--- config.mk ---
export PLATFORM = sky130hd
export DESIGN_NAME = hazard_fwd_ctrl
export DESIGN_NICKNAME = d
export VERILOG_FILES = /design/src/rtl/hazard_fwd_ctrl.sv
export SDC_FILE = /design/constraint.sdc
export NUM_CORES = 1
export LEC_CHECK = 0
export BUFFER_PORTS_ARGS = -buffer_cell sky130_fd_sc_hd__buf_2
export CORE_MARGIN = 10
export CORE_UTILIZATION = 49
export CTS_CLUSTER_DIAMETER = 80
export DETAILED_ROUTE_END_ITERATION = 6
export HOLD_SLACK_MARGIN = 0.12
export PLACE_DENSITY = 0.87
export SYNTH_ARGS = -nofsm -noshare
export SYNTH_HDL_FRONTEND = slang
export SYNTH_SLANG_ARGS = --single-unit
--- constraint.sdc ---
create_clock -name clk -period 3.3 [get_ports clk]
set_input_delay 0.495 -clock clk [delete_from_list [all_inputs] [get_ports clk]]
set_output_delay 0.495 -clock clk [all_outputs]
set_load 0.02 [all_outputs]
--- src/rtl/hazard_fwd_ctrl.sv ---
// ---------------------------------------------------------------------------
// hazard_fwd_ctrl
//
// Hazard detection and operand-forwarding controller for the 5-stage RV32I
// pipeline. It keeps its own shadow copy of the register fields of the
// instructions in EX, MEM and WB. From these it derives:
//   * the EX-stage 3:1 operand-forwarding mux selects,
//   * the control-zeroing (bubble) select for the ID/EX register,
//   * the PC / IF-ID enables and the IF-ID flush,
//   * stall and flush performance counters.
//
// Ports
//   clk, rst            core clock, asynchronous active-high reset
//   id_valid            ID stage holds a real instruction
//   id_rs1/id_rs2       ID source registers, id_rs1_used/id_rs2_used mark reads
//   id_rd               ID destination register
//   id_reg_write        ID instruction writes rd
//   id_mem_read         ID instruction is a load
//   branch_taken        EX resolved a taken branch/jump this cycle
//   fwd_sel_a/b         00 = regfile, 01 = EX/MEM result, 10 = MEM/WB result
//   ctrl_flush          zero the ID/EX control word (bubble)
//   pc_write            PC enable
//   ifid_write          IF/ID enable
//   ifid_flush          clear IF/ID to NOP
//   stall_cnt           load-use stall cycles
//   flush_cnt           taken-branch flush cycles
// ---------------------------------------------------------------------------
module hazard_fwd_ctrl #(
  parameter int REG_ADDR_W = 5,
  parameter int CNT_W      = 32
) (
  input  logic                  clk,
  input  logic                  rst,
  input  logic                  id_valid,
  input  logic [REG_ADDR_W-1:0] id_rs1,
  input  logic [REG_ADDR_W-1:0] id_rs2,
  input  logic                  id_rs1_used,
  input  logic                  id_rs2_used,
  input  logic [REG_ADDR_W-1:0] id_rd,
  input  logic                  id_reg_write,
  input  logic                  id_mem_read,
  input  logic                  branch_taken,
  output logic [1:0]            fwd_sel_a,
  output logic [1:0]            fwd_sel_b,
  output logic                  ctrl_flush,
  output logic                  pc_write,
  output logic                  ifid_write,
  output logic                  ifid_flush,
  output logic [CNT_W-1:0]      stall_cnt,
  output logic [CNT_W-1:0]      flush_cnt
);

  // Shadow of the register-related fields of one pipeline stage.
  // An all-zero slot behaves exactly like an empty stage.
  typedef struct packed {
    logic [REG_ADDR_W-1:0] rd;
    logic                  reg_write;
    logic                  mem_read;
    logic [REG_ADDR_W-1:0] rs1;
    logic [REG_ADDR_W-1:0] rs2;
    logic                  rs1_used;
    logic                  rs2_used;
  } slot_t;

  localparam logic [1:0] SEL_RF  = 2'b00;
  localparam logic [1:0] SEL_MEM = 2'b01;
  localparam logic [1:0] SEL_WB  = 2'b10;

  slot_t r_ex;
  slot_t r_mem;
  slot_t r_wb;

  slot_t      w_id_slot;
  logic       w_load_use;
  logic       w_bubble;
  logic [1:0] w_fwd_a;
  logic [1:0] w_fwd_b;

  // Forwarding priority: MEM holds the newest producer, so it beats WB.
  // x0 is hard-wired zero and is never forwarded.
  function automatic logic [1:0] fwdSel(input logic                  used,
                                        input logic [REG_ADDR_W-1:0] rs,
                                        input slot_t                 mem,
                                        input slot_t                 wb);
    logic [1:0] sel;
    sel = SEL_RF;
    if (used && (rs != '0)) begin
      if (mem.reg_write && (mem.rd == rs)) begin
        sel = SEL_MEM;
      end else if (wb.reg_write && (wb.rd == rs)) begin
        sel = SEL_WB;
      end
    end
    return sel;
  endfunction

  // Side-effect bits of an invalid ID slot are masked so it enters EX as a
  // harmless empty slot.
  always_comb begin
    w_id_slot           = '0;
    w_id_slot.rd        = id_rd;
    w_id_slot.reg_write = id_reg_write & id_valid;
    w_id_slot.mem_read  = id_mem_read & id_valid;
    w_id_slot.rs1       = id_rs1;
    w_id_slot.rs2       = id_rs2;
    w_id_slot.rs1_used  = id_rs1_used & id_valid;
    w_id_slot.rs2_used  = id_rs2_used & id_valid;
  end

  // A load in EX whose result the ID instruction needs cannot be forwarded in
  // time, so one stall cycle is required.
  assign w_load_use = id_valid && r_ex.mem_read && (r_ex.rd != '0) &&
                      ((id_rs1_used && (id_rs1 == r_ex.rd)) ||
                       (id_rs2_used && (id_rs2 == r_ex.rd)));

  // A taken branch also squashes the ID instruction, so both cases bubble EX.
  assign w_bubble = branch_taken | w_load_use;

  assign w_fwd_a = fwdSel(r_ex.rs1_used, r_ex.rs1, r_mem, r_wb);
  assign w_fwd_b = fwdSel(r_ex.rs2_used, r_ex.rs2, r_mem, r_wb);

  // Output decode. While rst is high the outputs are forced to the idle
  // values immediately, independent of the branch_taken input.
  always_comb begin
    fwd_sel_a  = w_fwd_a;
    fwd_sel_b  = w_fwd_b;
    ctrl_flush = 1'b0;
    pc_write   = 1'b1;
    ifid_write = 1'b1;
    ifid_flush = 1'b0;
    if (rst) begin
      fwd_sel_a = SEL_RF;
      fwd_sel_b = SEL_RF;
    end else if (branch_taken) begin
      ctrl_flush = 1'b1;
      ifid_flush = 1'b1;
    end else if (w_load_use) begin
      ctrl_flush = 1'b1;
      pc_write   = 1'b0;
      ifid_write = 1'b0;
    end
  end

  // Slots advance every cycle; there is no back-end stall.
  always_ff @(posedge clk or posedge rst) begin
    if (rst) begin
      r_ex  <= '0;
      r_mem <= '0;
      r_wb  <= '0;
    end else begin
      r_wb  <= r_mem;
      r_mem <= r_ex;
      r_ex  <= w_bubble ? slot_t'('0) : w_id_slot;
    end
  end

  // Performance counters, free-running and wrapping.
  always_ff @(posedge clk or posedge rst) begin
    if (rst) begin
      stall_cnt <= '0;
      flush_cnt <= '0;
    end else begin
      if (w_load_use && !branch_taken) begin
        stall_cnt <= stall_cnt + CNT_W'(1);
      end
      if (branch_taken) begin
        flush_cnt <= flush_cnt + CNT_W'(1);
      end
    end
  end

endmodule

==> summary.md <==
| Metric | Value |
|---|---|
| Buf+Inv Stages, Crit Path | 2 |
| Final #Nets | 514 |
| Yosys top cell area share | 0.5331 |
| Max incr delay on CP | 570 ps |
| Switching Share | 0.3059 |
| Outcome | finished clean |
| Post-Syn Area | 0.004459 sq mm |
| Hold Violations, Final | 0 |
| Core area | 0.008806 sq mm |
| P per Cell Area | 453.9 mW/mm^2 |
| Skew final | 16.99 ps |
| Dpl ws | 894.6 ps |
| Share of cells above drive strength 1 | 0.2773 |
| Hold Crit Class | input port to asynchronous set/reset pin |
| CP Capture Type | output pin |
| Largest cells by area after synthesis | dfrtp_1 53%, xor2_1 11%, xnor2_1 7.3% |
| Site row count | 34 |
| Most numerous cell in the Yosys netlist | dfrtp_1 |
| Grt total ovfl | 0 |
| Worst path slowest cell | or4_4 |
| Kind of cell adding the most delay to the critical path | simple AND/OR/NAND/NOR gates |
| Register area share after synthesis | 0.5331 |
| Die area | 0.01332 sq mm |
| RSZ-0062 raised after global routing | no |
| TritonCTS clock tree | built |
| Setup CP Type | flop to output pin |
| Final Max Tran Viols | 0 |
| Post-Layout Cell Count | 603 |
| Hold Buf Count CTS | 0 |
| Slew @ Worst Pin | 980.8 ps |
| Final HPWL DP | 7882 microns |
| Mapped Cells | 390 |
| Worst Setup Start Kind | flop |
| CTS buffer count | 9 |
| Most frequent cells after synthesis | 95 x dfrtp_1, 55 x xor2_1, 37 x xnor2_1 |
| Placed cell count | 586 |
| Drt wl/cell | 17.55 microns |
| Clk sink count | 95 |
| Synthesized Nets | 415 |
| First DRT Iteration DRCs | 200 |
| Worst path arrival time | 2230 ps |
| Count of cell types in the netlist | 43 |
| Power Internal | 1.649 mW |
| First-pass GRT wire length | 17390 microns |
| Syn Area/Cell | 11.43 sq um |
| Vias in the first global route | 3413 |
| Clock power share | 0.319 |
| Comb power frac | 0.129 |
| P&R area growth vs syn | 17.37% |
| Final Setup Violations | 0 |
| Post-DRT Antenna Nets | 0 |
| Setup TNS | 0 ps |
| Post-CTS sizing | 0 |
| GRT Overall Usage | 0.1630 |
| IO buf count | 94 |
| Fmax | 0.3676 GHz |
| Primary FF master, synth | dfrtp_1 |
| Final WS setup | 579.8 ps |
| Cell taking the most area after synthesis | dfrtp_1 |
| Antenna violations before repair | 1 |
| Initial Util | 0.5064 |
| Vias per cell | 5.502 |
| Worst setup path startpoint | r_ex[15] |
| Root Driver | clkbuf_8 |
| EDFF count, synth | 0 |
| Ys Warns | 0 |
| Post-CTS setup buffer count | 0 |
| DRC | 0 |
| Die height | 115.4 microns |
| Worst reg2reg path startpoint | stall_cnt[4] |
| Vias | 3318 |
| Largest fanout on the critical path | 20 |
| Switch Pwr | 0.7268 mW |
| Largest net degree at the start of global routing | 69 |
| Tcrit/Tclk final | 0.8243 |
| Crit path cell chain | or4_4 > o211a_1 > a21oi_1 > buf_4 > nor2_1 > buf_2 |
| H-tree Lvls | 3 |
| Clk pin slew, worst setup/hold paths | 110 ps |
| Period minus WS final | 2720 ps |
| Worst EP required | 2800 ps |
| Max-slew headroom | 0.3411 |
| Flops & latches, synth | 95 |
| WL final | 10580 microns |
| Clk Latency, worst-skew pair | 360 ps |
| MaxCap Viol Count | 0 |
| DR pass1 iterations | 5 |
| Die extent in x | 115.4 microns |
| RD Place Congestion | 0.8439 |
| Maximum vdd drop | 0.4372 mV |
| Ys async rst share | 1.000 |
| LEAKAGE | 2.681 nW |
| I/O pins | 95 |
| Reg power frac | 0.551 |
| Clk buf depth | 2 |
-- cell usage in the layout (no fill, tap or decap), types with 13 or more instances in the layout --
| cell type | synthesis | final |
|---|---|---|
| nor2_1 | 18 | 18 |
| xnor2_1 | 37 | 37 |
| nand4_1 | 21 | 21 |
| nand2_1 | 27 | 27 |
| dfrtp_1 | 95 | 95 |
| nand3_1 | 23 | 23 |
| nor3_1 | 13 | 13 |
| buf_2 | 4 | 94 |
| xor2_1 | 55 | 55 |
| and2_1 | 16 | 16 |
-- layout make-up --
class,instances,area [sq um]
inverters,5,22.52
clock buffers,9,123.9
multi-input cells,279,1991
clock inverters,7,73.82
flip-flops and latches,95,2377
diodes,1,2.502
well taps,108,135.1
repair buffers,99,508.0
fillers,738,3572
-- per-layer routing --
| metal | share of wire | wire length (microns) | vias up | global-route usage |
|---|---|---|---|---|
| met3 | 0.050 | 526 | 15 | 0.03438 |
| met1 | 0.43 | 4512 | 1643 | 0.1970 |
| met4 | 0.019 | 204 | 0 | 0.07348 |
| met5 | 0 | 0 | - | 0 |
| met2 | 0.50 | 5340 | 100 | 0.2738 |
| li1 | - | - | 1560 | - |
-- path summary, 6_finish.rpt --
path / endpoint / cells past startpoint / slack [ps]
max reg2reg: stall_cnt[31] / 5 / 1170
min in group clk: r_ex[16] / 2 / 340
min: flush_cnt[24] / 3 / 300
max: ctrl_flush / 6 / 580
max in group asynchronous: r_mem[13] / 3 / 2270
min reg2reg: r_mem[13] / 0 / 360
-- sequential cells by signal (all words and copies together) (netlist names) --
register,flops
stall_cnt,32
r_ex,19
flush_cnt,32
r_mem,6
r_wb,6
-- metrics by stage --
| step | instance area, sq um | hold WS (ps) | utilization | total power [mW] |
|---|---|---|---|---|
| 6_report | 5234 | 303.1 | 0.5943 | 2.376 |
| 5_1_grt | 5234 | 325.7 | 0.5943 | 2.494 |
| 4_1_cts | 5231 | 295.9 | 0.5941 | 2.398 |
| 3_5_place_dp | 5034 | 339.6 | 0.5716 | 1.644 |
| 3_3_place_gp | 5034 | 332.6 | 0.5716 | 1.634 |
| 2_1_floorplan | 4463 | 331.2 | - | 1.528 |
-- power by group through the flow --
stage | logic (mW) | registers (mW) | clock network (mW)
3_5_place_dp | 0.312 | 1.33 | 0
2_1_floorplan | 0.155 | 1.37 | 0
5_1_grt | 0.341 | 1.32 | 0.830
4_1_cts | 0.313 | 1.31 | 0.776
6_report | 0.307 | 1.31 | 0.759
3_3_place_gp | 0.306 | 1.33 | 0
-- kinds of logic (layout without fill, tap and decap cells) --
| kind of cell | count (synthesis) | count (layout) | share of synthesized area |
|---|---|---|---|
| compound gates | 7 | 7 | 0.01375 |
| xor+xnor | 92 | 92 | 0.1807 |
| fa+ha+maj | 2 | 2 | 0.005611 |
| buf+inv | 16 | 120 | 0.02048 |
| flops | 95 | 95 | 0.5331 |
| mux | 2 | 2 | 0.005050 |
| other cells | 0 | 1 | 0 |
| simple gates | 176 | 176 | 0.2413 |
-- worst reg2reg max path, delay by kind of cell, from the launching register on --
kind             cells  cell delay (ps)
XOR/XNOR             1              180
AND/OR/NAND/NOR      4             1440
flip-flops           1              440
(Power assumes the default switching activity.)
